==> src/rtl/shiftreg_seq.sv <==
// rtl/shiftreg_seq.sv - serial-load sequencer and readback checker for a shift register
//
// Takes a parallel word over a start_valid/start_ready handshake, shifts it into
// an external serial-in shift register one bit per clock, then compares the
// register's parallel output with the word and reports the result.
//
// Ports:
//   clk          system clock, rising edge
//   rstn         asynchronous active-low reset
//   start_valid  request to load word/dir_cfg
//   start_ready  idle, request will be accepted
//   word         word to shift into the register
//   dir_cfg      0: shift toward MSB (MSB first); 1: toward LSB (LSB first)
//   abort        cancel an in-flight transfer
//   sr_data      serial bit to the register
//   sr_en        shift enable to the register
//   sr_dir       shift direction to the register
//   sr_q         parallel output fed back from the register
//   busy         transfer in progress (SHIFT or CHECK)
//   done         one-cycle pulse when a transfer finishes or is aborted
//   ok           result of the last transfer, valid from done

module shiftreg_seq #(
    parameter int WIDTH = 4
) (
    input  logic             clk,
    input  logic             rstn,
    input  logic             start_valid,
    output logic             start_ready,
    input  logic [WIDTH-1:0] word,
    input  logic             dir_cfg,
    input  logic             abort,
    output logic             sr_data,
    output logic             sr_en,
    output logic             sr_dir,
    input  logic [WIDTH-1:0] sr_q,
    output logic             busy,
    output logic             done,
    output logic             ok
);

    localparam int CW = $clog2(WIDTH);
    localparam logic [CW-1:0] LAST = CW'(WIDTH - 1);

    typedef enum logic [1:0] {
        S_IDLE,
        S_SHIFT,
        S_CHECK
    } state_t;

    state_t           state, state_d;
    logic [CW-1:0]    cnt, cnt_d;
    logic [WIDTH-1:0] word_l, word_d;
    logic             dir_l, dir_d;
    logic             sr_data_d, sr_en_d, sr_dir_d;
    logic             busy_d, done_d, ok_d, ready_d;
    logic [CW-1:0]    nxt_idx;

    // Index of the bit presented after the current one; dir 0 walks down from
    // the MSB, dir 1 walks up from the LSB.
    assign nxt_idx = cnt + CW'(1);

    always_ff @(posedge clk or negedge rstn) begin
        if (!rstn) begin
            state       <= S_IDLE;
            cnt         <= '0;
            word_l      <= '0;
            dir_l       <= 1'b0;
            sr_data     <= 1'b0;
            sr_en       <= 1'b0;
            sr_dir      <= 1'b0;
            busy        <= 1'b0;
            done        <= 1'b0;
            ok          <= 1'b0;
            start_ready <= 1'b1;
        end else begin
            state       <= state_d;
            cnt         <= cnt_d;
            word_l      <= word_d;
            dir_l       <= dir_d;
            sr_data     <= sr_data_d;
            sr_en       <= sr_en_d;
            sr_dir      <= sr_dir_d;
            busy        <= busy_d;
            done        <= done_d;
            ok          <= ok_d;
            start_ready <= ready_d;
        end
    end

    always_comb begin
        state_d   = state;
        cnt_d     = cnt;
        word_d    = word_l;
        dir_d     = dir_l;
        sr_data_d = sr_data;
        sr_en_d   = sr_en;
        sr_dir_d  = sr_dir;
        busy_d    = busy;
        done_d    = 1'b0;
        ok_d      = ok;
        ready_d   = start_ready;

        case (state)
            S_IDLE: begin
                if (start_valid && start_ready) begin
                    word_d    = word;
                    dir_d     = dir_cfg;
                    sr_dir_d  = dir_cfg;
                    sr_en_d   = 1'b1;
                    sr_data_d = dir_cfg ? word[0] : word[WIDTH-1];
                    cnt_d     = '0;
                    busy_d    = 1'b1;
                    ready_d   = 1'b0;
                    state_d   = S_SHIFT;
                end
            end
            S_SHIFT: begin
                if (abort) begin
                    sr_en_d   = 1'b0;
                    sr_data_d = 1'b0;
                    ok_d      = 1'b0;
                    done_d    = 1'b1;
                    busy_d    = 1'b0;
                    ready_d   = 1'b1;
                    cnt_d     = '0;
                    state_d   = S_IDLE;
                end else if (cnt == LAST) begin
                    // Register takes the final bit on this edge.
                    sr_en_d   = 1'b0;
                    sr_data_d = 1'b0;
                    state_d   = S_CHECK;
                end else begin
                    cnt_d     = nxt_idx;
                    sr_data_d = dir_l ? word_l[nxt_idx] : word_l[LAST - nxt_idx];
                end
            end
            S_CHECK: begin
                // abort takes priority over the compare result
                ok_d    = abort ? 1'b0 : (sr_q == word_l);
                done_d  = 1'b1;
                busy_d  = 1'b0;
                ready_d = 1'b1;
                cnt_d   = '0;
                state_d = S_IDLE;
            end
            default: begin
                sr_en_d   = 1'b0;
                sr_data_d = 1'b0;
                busy_d    = 1'b0;
                ready_d   = 1'b1;
                cnt_d     = '0;
                state_d   = S_IDLE;
            end
        endcase
    end

endmodule
==> config.mk <==
export PLATFORM = sky130hd
export DESIGN_NAME = shiftreg_seq
export DESIGN_NICKNAME = d
export VERILOG_FILES = /design/src/rtl/shiftreg_seq.sv
export SDC_FILE = /design/constraint.sdc
export NUM_CORES = 1
export LEC_CHECK = 0
export BUFFER_PORTS_ARGS = -buffer_cell sky130_fd_sc_hd__buf_4
export CORE_MARGIN = 4
export CORE_UTILIZATION = 40
export CTS_CLUSTER_DIAMETER = 80
export DETAILED_ROUTE_END_ITERATION = 8
export PLACE_DENSITY = 0.73
export REMOVE_ABC_BUFFERS = 1
export SETUP_SLACK_MARGIN = 0.4
export SLEW_MARGIN = 20
export SYNTH_ARGS = -nofsm -noshare
export SYNTH_HDL_FRONTEND = slang
export SYNTH_SLANG_ARGS = --single-unit
==> constraint.sdc <==
create_clock -name clk -period 2 [get_ports clk]
set_input_delay 0.3 -clock clk [delete_from_list [all_inputs] [get_ports clk]]
set_output_delay 0.3 -clock clk [all_outputs]
set_load 0.01 [all_outputs]
==> Word level (Yosys, flattened, before mapping) <==
Cells that the tools add are included.
{ "word_totals": {"input_bits": 13, "word_cells": 64, "register_bits": 15} }
{ "classes": {"muxes": 31, "add_sub_neg": 2, "n_eq_ne": 8, "n_bitwise": 1, "reduce_logical": 10, "n_lt_le_gt_ge": 2} }
{ "ops": {"columns": ["cell", "count"], "rows": [
  ["$mux 1", 15],
  ["$mux 2", 6],
  ["$reduce_and 2->1", 6],
  ["$pmux 1 s2", 4],
  ["$pmux 2 s2", 2],
  ["$lt 2x3->1 const B", 2],
  ["$ne 3x3->1 const B", 2],
  ["$pmux 1 s3", 2],
  ["$bmux 1 s2", 2],
  ["$eq 2x2->1 const B", 2],
  ["$eq 4x4->1", 1],
  ["$ne 2x2->1 const B", 2],
  ["$reduce_and 3->1", 1],
  ["$add 2x1->2 const B", 1],
  ["$eq 2x1->1 const B", 1],
  ["$logic_not 2->1", 1],
  ["$reduce_bool 2->1", 1],
  ["$sub 2x2->2 const A", 1],
  ["$logic_and 1x1->1", 1],
  ["$not 1->1", 1]
]} }

==> Longest topological paths before layout <==
Gate-level depths: netlist of the first run.
{ "depth": {"depth_word": 8, "mapped_depth": 6, "depth_no_buf": 6} }

==> Least setup slack after synthesis of the first run <==
Ideal clock, no wire load.
{ "synth_path": {"path_kind": "reg2reg", "startpoint": "reg cnt[0]", "endpoint": "reg sr_data", "stages_incl_launch_ff": 5, "required_time_ns": 1.875, "t_arrival_ns": 1.442, "path_slack_ns": 0.433, "path_cell_list": "dfrtp_1 > mux4_1 > mux2_2 > a22oi_1 > a21oi_1"} }
{ "synth_via": {"elab_chain_len": 8, "elab_cells_between_ends": 11, "classes_between": "add/sub: 2; eq/ne: 1; mux: 8"} }
{ "synth_rtl": {"columns": ["item", "line", "rtl"], "rows": [
  ["start: declaration", "52", "logic [CW-1:0] cnt, cnt_d;"],
  ["start signal: assignment", "78", "cnt <= cnt_d;"],
  ["$add 2x1->2", "61", "assign nxt_idx = cnt + CW'(1);"],
  ["$sub 2x2->2", "135", "sr_data_d = dir_l ? word_l[nxt_idx] : word_l[LAST - nxt_idx];"],
  ["$bmux 1 s2", "135", null],
  ["$mux 1 (implied by the code)", "135", null],
  ["$mux 1", "135", null],
  ["$mux 1 (*)", "128", "end else if (cnt == LAST) begin"],
  ["$mux 1 (*)", "119", "if (abort) begin"],
  ["$pmux 1 s3 (*)", "104", "case (state)"],
  ["end signal: assignment", "81", "sr_data <= sr_data_d;"],
  ["end: declaration", "33", "output logic sr_data,"]
]} }
Every way passes the cells marked *; elsewhere a longest branch is shown, timed or not. The select of a mux whose other input is x is not followed.
A chain may end at the register's enable or synchronous reset.

==> Worst setup path in the final report of the first run <==
{ "layout_path": {"startpoint": "reg word_l[2]", "endpoint": "reg sr_data"} }
{ "layout_via": {"elab_chain_len": 6, "elab_cells_between_ends": 8, "classes_between": "mux: 8"} }
{ "layout_rtl": {"columns": ["item", "line", "rtl"], "rows": [
  ["start: declaration", "53", "logic [WIDTH-1:0] word_l, word_d;"],
  ["start signal: assignment", "79", "word_l <= word_d;"],
  ["$bmux 1 s2", "135", null],
  ["$mux 1 (implied by the code)", "135", null],
  ["$mux 1 (*)", "135", null],
  ["$mux 1 (*)", "128", null],
  ["$mux 1 (*)", "119", null],
  ["$pmux 1 s3 (*)", "104", null]
]} }
Marked as above.

==> flow_metrics.py, run 1 <==
metrics = {
    "job": {
        "cap_violations": 0,
    },
    "global_routing": {
        "grt_pass1_vias": 696,
        "antenna_found_initial": 0,
        "grt_pass1_wl_mm": 2.925,
        "grt_use_total_pct": 14.34,
        "grt_max_degree": 16,
        "overflow": 0,
    },
    "routing": {
        "drtIter0Drc": 10,
        "wl_mm": 1.846,
        "wl_per_cell_microns": 15.01,
        "antenna_left": 0,
        "wl_met1_microns": 781,
        "drc": 0,
        "wl_met2_microns": 962,
        "dr_wl_met3_microns": 60,
        "first_pass_iters": 4,
        "viasPerCell": 5.106,
        "vias": 628,
        "routed.top_layer": "met4",
    },
    "placed_design": {
        "gp_congestion": 0.7211,
        "dp_hpwl_mm": 1.263,
        "place.detailed.instances": 115,
        "port_buffers": 19,
    },
    "power_and_ir_drop": {
        "seqPwrFrac_pct": 36.2,
        "cellPowerDensity_nw_per_um2": 1425,
        "power.leakage_nw": 0.5065,
        "internal_power_w": 0.0009929,
        "combPwrFrac_pct": 53.0,
        "p_sw_w": 0.0005863,
        "switching_share_pct": 37.13,
        "vdd_ir_drop_max_v": 0.0006924,
        "fin_total_pwr_w": 0.001579,
        "clock_power_share_pct": 10.8,
    },
    "sta": {
        "setup_viol": 0,
        "final_hold_viol_count": 0,
        "worst_pin_slew_ns": 0.2180,
        "min_period_ns": 1.582,
        "max_freq_mhz": 632.2,
        "fin_crit_sh_pct": 79.08,
        "skew_ns": 0.002026,
        "tns_ns": 0,
        "rsz0062_at_grt": "yes",
        "slew_headroom_pct": 85.46,
        "slew_violations": 0,
    },
    "clock_tree": {
        "cts_buffer_depth": 2,
        "numCtsBuffers": 3,
        "insertion_delay_ns": 0.28,
        "cts_num_sinks": 15,
        "cts_root_buf": "clkbuf_4",
        "h-tree-depth": 1,
        "clkTransAtPathRegs_ns": 0.09,
        "cts_tree": "done",
    },
    "logic_synthesis": {
        "synth_area_sq_um": 825.8,
        "yosys.cell_types.count": 28,
        "synth_top_area_share_pct": 42.42,
        "ys_seq_area_share_pct": 45.61,
        "synth.area.top_cells": "dfrtp_1, mux2_1, ha_1",
        "synthesis.instances": 69,
        "yosysWarnings": 0,
        "synth_top_cell_by_area": "dfrtp_1",
        "synth_area_per_cell_sq_um": 11.97,
        "ys_ff_latch": 15,
    },
    "worst_setup_path": {
        "required_ns": 2.17,
        "critical-path-top-delay-family": "multiplexers",
        "cp_slowest_cell": "mux4_2",
        "worstSetupEndpointType": "register",
        "cp_max_fo": 4,
        "critical_path_class": "reg -> reg",
        "crit_path_cell_trace": "mux4_2 > mux2_4 > a22oi_2 > a21oi_1",
        "critPathLaunchType": "register",
        "worst_ep_arrival_time_ns": 1.75,
        "critPathBufInv": 0,
        "cpPeakStageDelay_ns": 0.50,
    },
    "floorplanning": {
        "start_util_pct": 42.09,
        "die_w_microns": 53.44,
        "die_y_microns": 53.44,
        "core_area_sq_um": 1962,
        "row_count": 16,
        "io_pins": 20,
        "die_area_sq_um": 2855,
    },
    "final_layout": {
        "layout.cells.non_filler": 123,
        "antenna_cells": 0,
        "layout.nets": 115,
        "drive_above_1_share_pct": 42.71,
        "area_delta_synth_final_pct": 34.24,
    },
    "outcome": {
        "status": "finished, final reports clean",
    },
    "min_path": {
        "holdCritPathClass": "in -> reg",
    },
}
[Yosys cell counts]
cell type	instances
o31ai_1	1
inv_1	3
nand3b_1	1
dfstp_2	1
nor3_1	2
nor2_1	5
and2b_4	1
a22oi_1	1
o22a_1	1
nand2b_1	1
nand3_1	1
a31o_1	1
a21oi_1	4
dfrtp_1	14
a31oi_1	1
a32o_1	1
mux2_1	6
nor2b_4	1
ha_1	5
nand2_1	3
o21ai_0	1
o21ai_1	2
xor2_1	4
mux2_2	2
a21o_1	1
mux4_1	2
a21boi_2	1
nor2b_1	2
[power groups by stage]
| stage | Clock (W) | Sequential (W) | Combinational (W) |
|---|---|---|---|
| 4_1_cts | 0.000175 | 0.000565 | 0.000793 |
| 5_1_grt | 0.000196 | 0.000596 | 0.000902 |
| 3_5_place_dp | 0 | 0.000567 | 0.000673 |
| 3_3_place_gp | 0 | 0.000559 | 0.000654 |
| 2_1_floorplan | 0 | 0.000563 | 0.000443 |
| 6_report | 0.000171 | 0.000571 | 0.000837 |
[layer usage]
metal  GRT usage (%)  up-vias
met5               0        -
met4           8.936        0
met3           1.127        5
met2           25.51       19
met1           16.23      300
li1                -      304
[what timing repair did]
item                                    in CTS  in global routing
endpoints found under the setup margin       2                  7
buffers inserted                             3                  0
pin swaps                                    1                  0
hold buffers                                 1                  0
resized for setup                            8                  5
hold endpoints to repair                    14                  0
cloned                                       0                  0
[worst register-to-register path, stage by stage (launching register included)]
cell,delay [ns]
dfrtp_1,0.44
mux4_2,0.50
mux2_4,0.28
a22oi_2,0.16
a21oi_1,0.09
[sequential cells by signal, summed over array words and instances (netlist names)]
signal       flops
done             1
sr_data          1
busy             1
ok               1
cnt              2
start_ready      1
state            2
word_l           4
dir_l            1
sr_en            1
[cell families (layout without fill, tap and decap cells)]
kind of cell | Yosys count | count (layout) | share of synthesized area [%]
buffers and inverters | 3 | 30 | 1.364
DFF | 15 | 15 | 45.61
AOI/OAI and AO/OA | 15 | 15 | 12.43
and+or+nand+nor | 17 | 17 | 11.52
xor gates and xnor gates | 4 | 4 | 4.242
muxes | 10 | 10 | 17.27
adders and majority gates | 5 | 5 | 7.576
[final timing paths]
check                      slack (ns)  cells after the start                      end                   from
setup / recovery                 0.42                      4      sr_data$_DFFE_PN0P_  word_l[2]$_DFFE_PN0P_
hold / removal                   0.23                      2    word_l[1]$_DFFE_PN0P_                word[1]
setup reg to reg                 0.42                      4      sr_data$_DFFE_PN0P_  word_l[2]$_DFFE_PN0P_
hold reg to reg                  0.50                      1         busy$_DFFE_PN0P_       busy$_DFFE_PN0P_
max in group asynchronous        1.35                      2  start_ready$_DFFE_PN1P_                   rstn
min in group asynchronous        0.40                      2           done$_DFF_PN0_                   rstn
[cell type report]
type | instances | area, sq um
fillers | 177 | 853.3
repair buffers | 23 | 175.2
flip-flops and latches | 15 | 377.9
well taps | 27 | 33.78
multi-input cells | 51 | 484.2
inverters | 3 | 11.26
clock buffers | 4 | 26.28
[cell usage in the layout, fill, tap and decap left out, types with 2 or more instances in the layout]
cell,netlist,final
inv_1,3,2
o21ai_1,2,2
nor2_1,5,5
buf_4,0,22
a21oi_1,4,4
nand2_1,3,3
mux2_1,6,6
mux4_2,0,2
dfrtp_1,14,13
nor2b_1,2,2
ha_4,0,2
xor2_1,4,4
ha_1,5,2
clkbuf_4,0,3
[stage by stage]
stage          instance area, sq um  utilization, %  setup WS, ns  hold slack (ns)
6_report                       1109           56.51        0.4183           0.2303
5_1_grt                        1109           56.51        0.3556           0.2329
4_1_cts                        1090           55.55        0.4090           0.2310
3_5_place_dp                   1002           51.08        0.2923           0.1651
3_3_place_gp                   1002           51.08        0.3285           0.1627
2_1_floorplan                 825.8               -        0.4327         0.004409
Note: power is estimated with default switching activity, not from simulation.
==> inputs of run 2 (changes only) <==
clock period = 1.64 ns   (was 2 ns; I/O delays follow)
==> flow_metrics.py, run 2 (same netlist as run 1, synthesis figures left out) <==
metrics = {
    "outcome": {
        "status": "finished, final reports clean",
    },
    "global_routing": {
        "grt_pass1_wl_mm": 3.594,
        "antenna_found_initial": 0,
        "grt_max_degree": 16,
        "grt_use_total_pct": 18.20,
        "overflow": 0,
        "grt_pass1_vias": 756,
    },
    "power_and_ir_drop": {
        "switching_share_pct": 36.56,
        "p_sw_w": 0.0009384,
        "power.leakage_nw": 0.6418,
        "seqPwrFrac_pct": 28.2,
        "combPwrFrac_pct": 62.7,
        "fin_total_pwr_w": 0.002567,
        "internal_power_w": 0.001628,
        "cellPowerDensity_nw_per_um2": 1877,
        "clock_power_share_pct": 9.1,
        "vdd_ir_drop_max_v": 0.0009424,
    },
    "sta": {
        "max_freq_mhz": 632.8,
        "worst_pin_slew_ns": 0.2317,
        "skew_ns": 0.01125,
        "final_hold_viol_count": 0,
        "rsz0062_at_grt": "yes",
        "holdWs_ns": 0.1635,
        "min_period_ns": 1.580,
        "slew_headroom_pct": 84.52,
        "setup_viol": 0,
        "fin_crit_sh_pct": 96.36,
        "slew_violations": 0,
    },
    "final_layout": {
        "drive_above_1_share_pct": 65.79,
        "largest_reg_flops": 4,
        "regMostFlops": "word_l",
        "layout_commonest_cell": "buf_4",
        "area_delta_synth_final_pct": 65.61,
        "layout.nets": 133,
        "reg_top3": "word_l: 4 flops, cnt: 2 flops, state: 2 flops",
        "fillers": 146,
        "final_cell_mix": "buf_4, dfrtp_1, buf_6",
        "antenna_cells": 0,
        "layout.cells.non_filler": 141,
    },
    "min_path": {
        "holdCritPathClass": "in -> reg",
    },
    "routing": {
        "vias": 742,
        "dr_wl_met3_microns": 62,
        "viasPerCell": 5.262,
        "wl_per_cell_microns": 16.92,
        "first_pass_iters": 2,
        "wl_met2_mm": 1.217,
        "routed.top_layer": "met4",
        "wl_met1_mm": 1.056,
        "wl_mm": 2.386,
        "antenna_left": 0,
        "drtIter0Drc": 6,
        "drc": 0,
    },
    "worst_setup_path": {
        "critPathLaunchType": "register",
        "reg2reg_depth": 4,
        "critPathBufInv": 0,
        "worstSetupEndpointType": "register",
        "r2r_slack_ns": 0.06,
        "required_ns": 1.83,
        "critical_path_class": "reg -> reg",
        "cp_max_fo": 4,
        "cp_slowest_cell": "mux4_2",
        "critPathCapture": "sr_data$_DFFE_PN0P_",
        "cpPeakStageDelay_ns": 0.51,
        "worst_ep_arrival_time_ns": 1.77,
        "reg2reg_to": "sr_data$_DFFE_PN0P_",
        "critical-path-top-delay-family": "multiplexers",
        "crit_path_start": "cnt[0]$_DFFE_PN0P_",
        "path_depth": 4,
        "worstReg2RegStart": "cnt[0]$_DFFE_PN0P_",
        "crit_path_cell_trace": "mux4_2 > mux2_4 > a22oi_2 > a21oi_2",
    },
    "floorplanning": {
        "die_area_sq_um": 2855,
        "core_area_sq_um": 1962,
        "die_w_microns": 53.44,
        "io_pins": 20,
        "row_count": 16,
        "die_y_microns": 53.44,
        "start_util_pct": 42.09,
    },
    "clock_tree": {
        "clkTransAtPathRegs_ns": 0.10,
        "h-tree-depth": 1,
        "numCtsBuffers": 3,
        "cts_buffer_depth": 2,
        "cts_num_sinks": 15,
        "cts_tree": "done",
        "cts_root_buf": "clkbuf_4",
        "insertion_delay_ns": 0.30,
    },
    "placed_design": {
        "dp_hpwl_mm": 1.309,
        "gp_congestion": 0.7650,
        "port_buffers": 19,
        "place.detailed.instances": 120,
    },
    "job": {
        "cap_violations": 0,
    },
}
run 2: cell types whose count changed in the layout (fill, tap and decap cells not counted), sizes merged:
cell,change
buf,+18
run 2: per-stage QoR:
step                      setup TNS (ns)  setup WS [ns]  area [sq um]  utilization [%]
after global routing                   0       0.007966          1368            69.71
after CTS                              0        0.07247          1306            66.58
after global placement                 0        0.04140          1040            53.00
final                                  0        0.05972          1368            69.71
after floorplan                        0        0.07265         825.8                -
after detailed placement        -0.05707       -0.05707          1040            53.00
run 2: area by class of cell:
class	count	area [sq um]	area share, %
Inverter	3	11.26	0.8234
Multi-Input combinational cell	51	570.5	41.72
Timing Repair Buffer	41	347.8	25.43
Clock buffer	4	26.28	1.921
Tap cell	27	33.78	2.470
Sequential cell	15	377.9	27.63
run 2: worst register-to-register path, delay by kind of cell, from the launching register on:
family             cells  cell delay [ns]
muxes                  2             0.79
AOI/OAI and AO/OA      2             0.24
DFF                    1             0.44
run 2: what timing repair did:
action / CTS / global route
endpoints found under the hold margin: 14 / 0
buffers inserted: 12 / 4
pin swaps: 10 / 1
endpoints found under the setup margin: 13 / 15
hold buffers: 1 / 0
resized for setup: 36 / 9
run 2: power by group through the flow:
stage          Clock (W)  Sequential (W)  Combinational, W
2_1_floorplan          0        0.000686          0.000540
3_3_place_gp           0        0.000679          0.000874
3_5_place_dp           0        0.000689          0.000897
4_1_cts         0.000219        0.000710           0.00142
5_1_grt         0.000244        0.000739           0.00172
6_report        0.000234        0.000725           0.00161
run 2: worst min path at each step:
stage | startpoint | endpoint | slack (ns) | depth (start not counted)
4_1_cts | word[2] | word_l[2]$_DFFE_PN0P_ | 0.19 | 2
3_3_place_gp | rstn | done$_DFF_PN0_ | 0.11 | 1
5_1_grt | word[1] | word_l[1]$_DFFE_PN0P_ | 0.17 | 2
2_1_floorplan | rstn | busy$_DFFE_PN0P_ | -0.05 | 0
3_5_place_dp | rstn | ok$_DFFE_PN0P_ | 0.11 | 1
6_report | word[1] | word_l[1]$_DFFE_PN0P_ | 0.16 | 2
run 2: layer usage:
layer	up-vias	GRT usage [%]
met4	0	9.787
met3	5	1.972
li1	339	-
met5	-	0
met1	383	22.28
met2	15	30.82
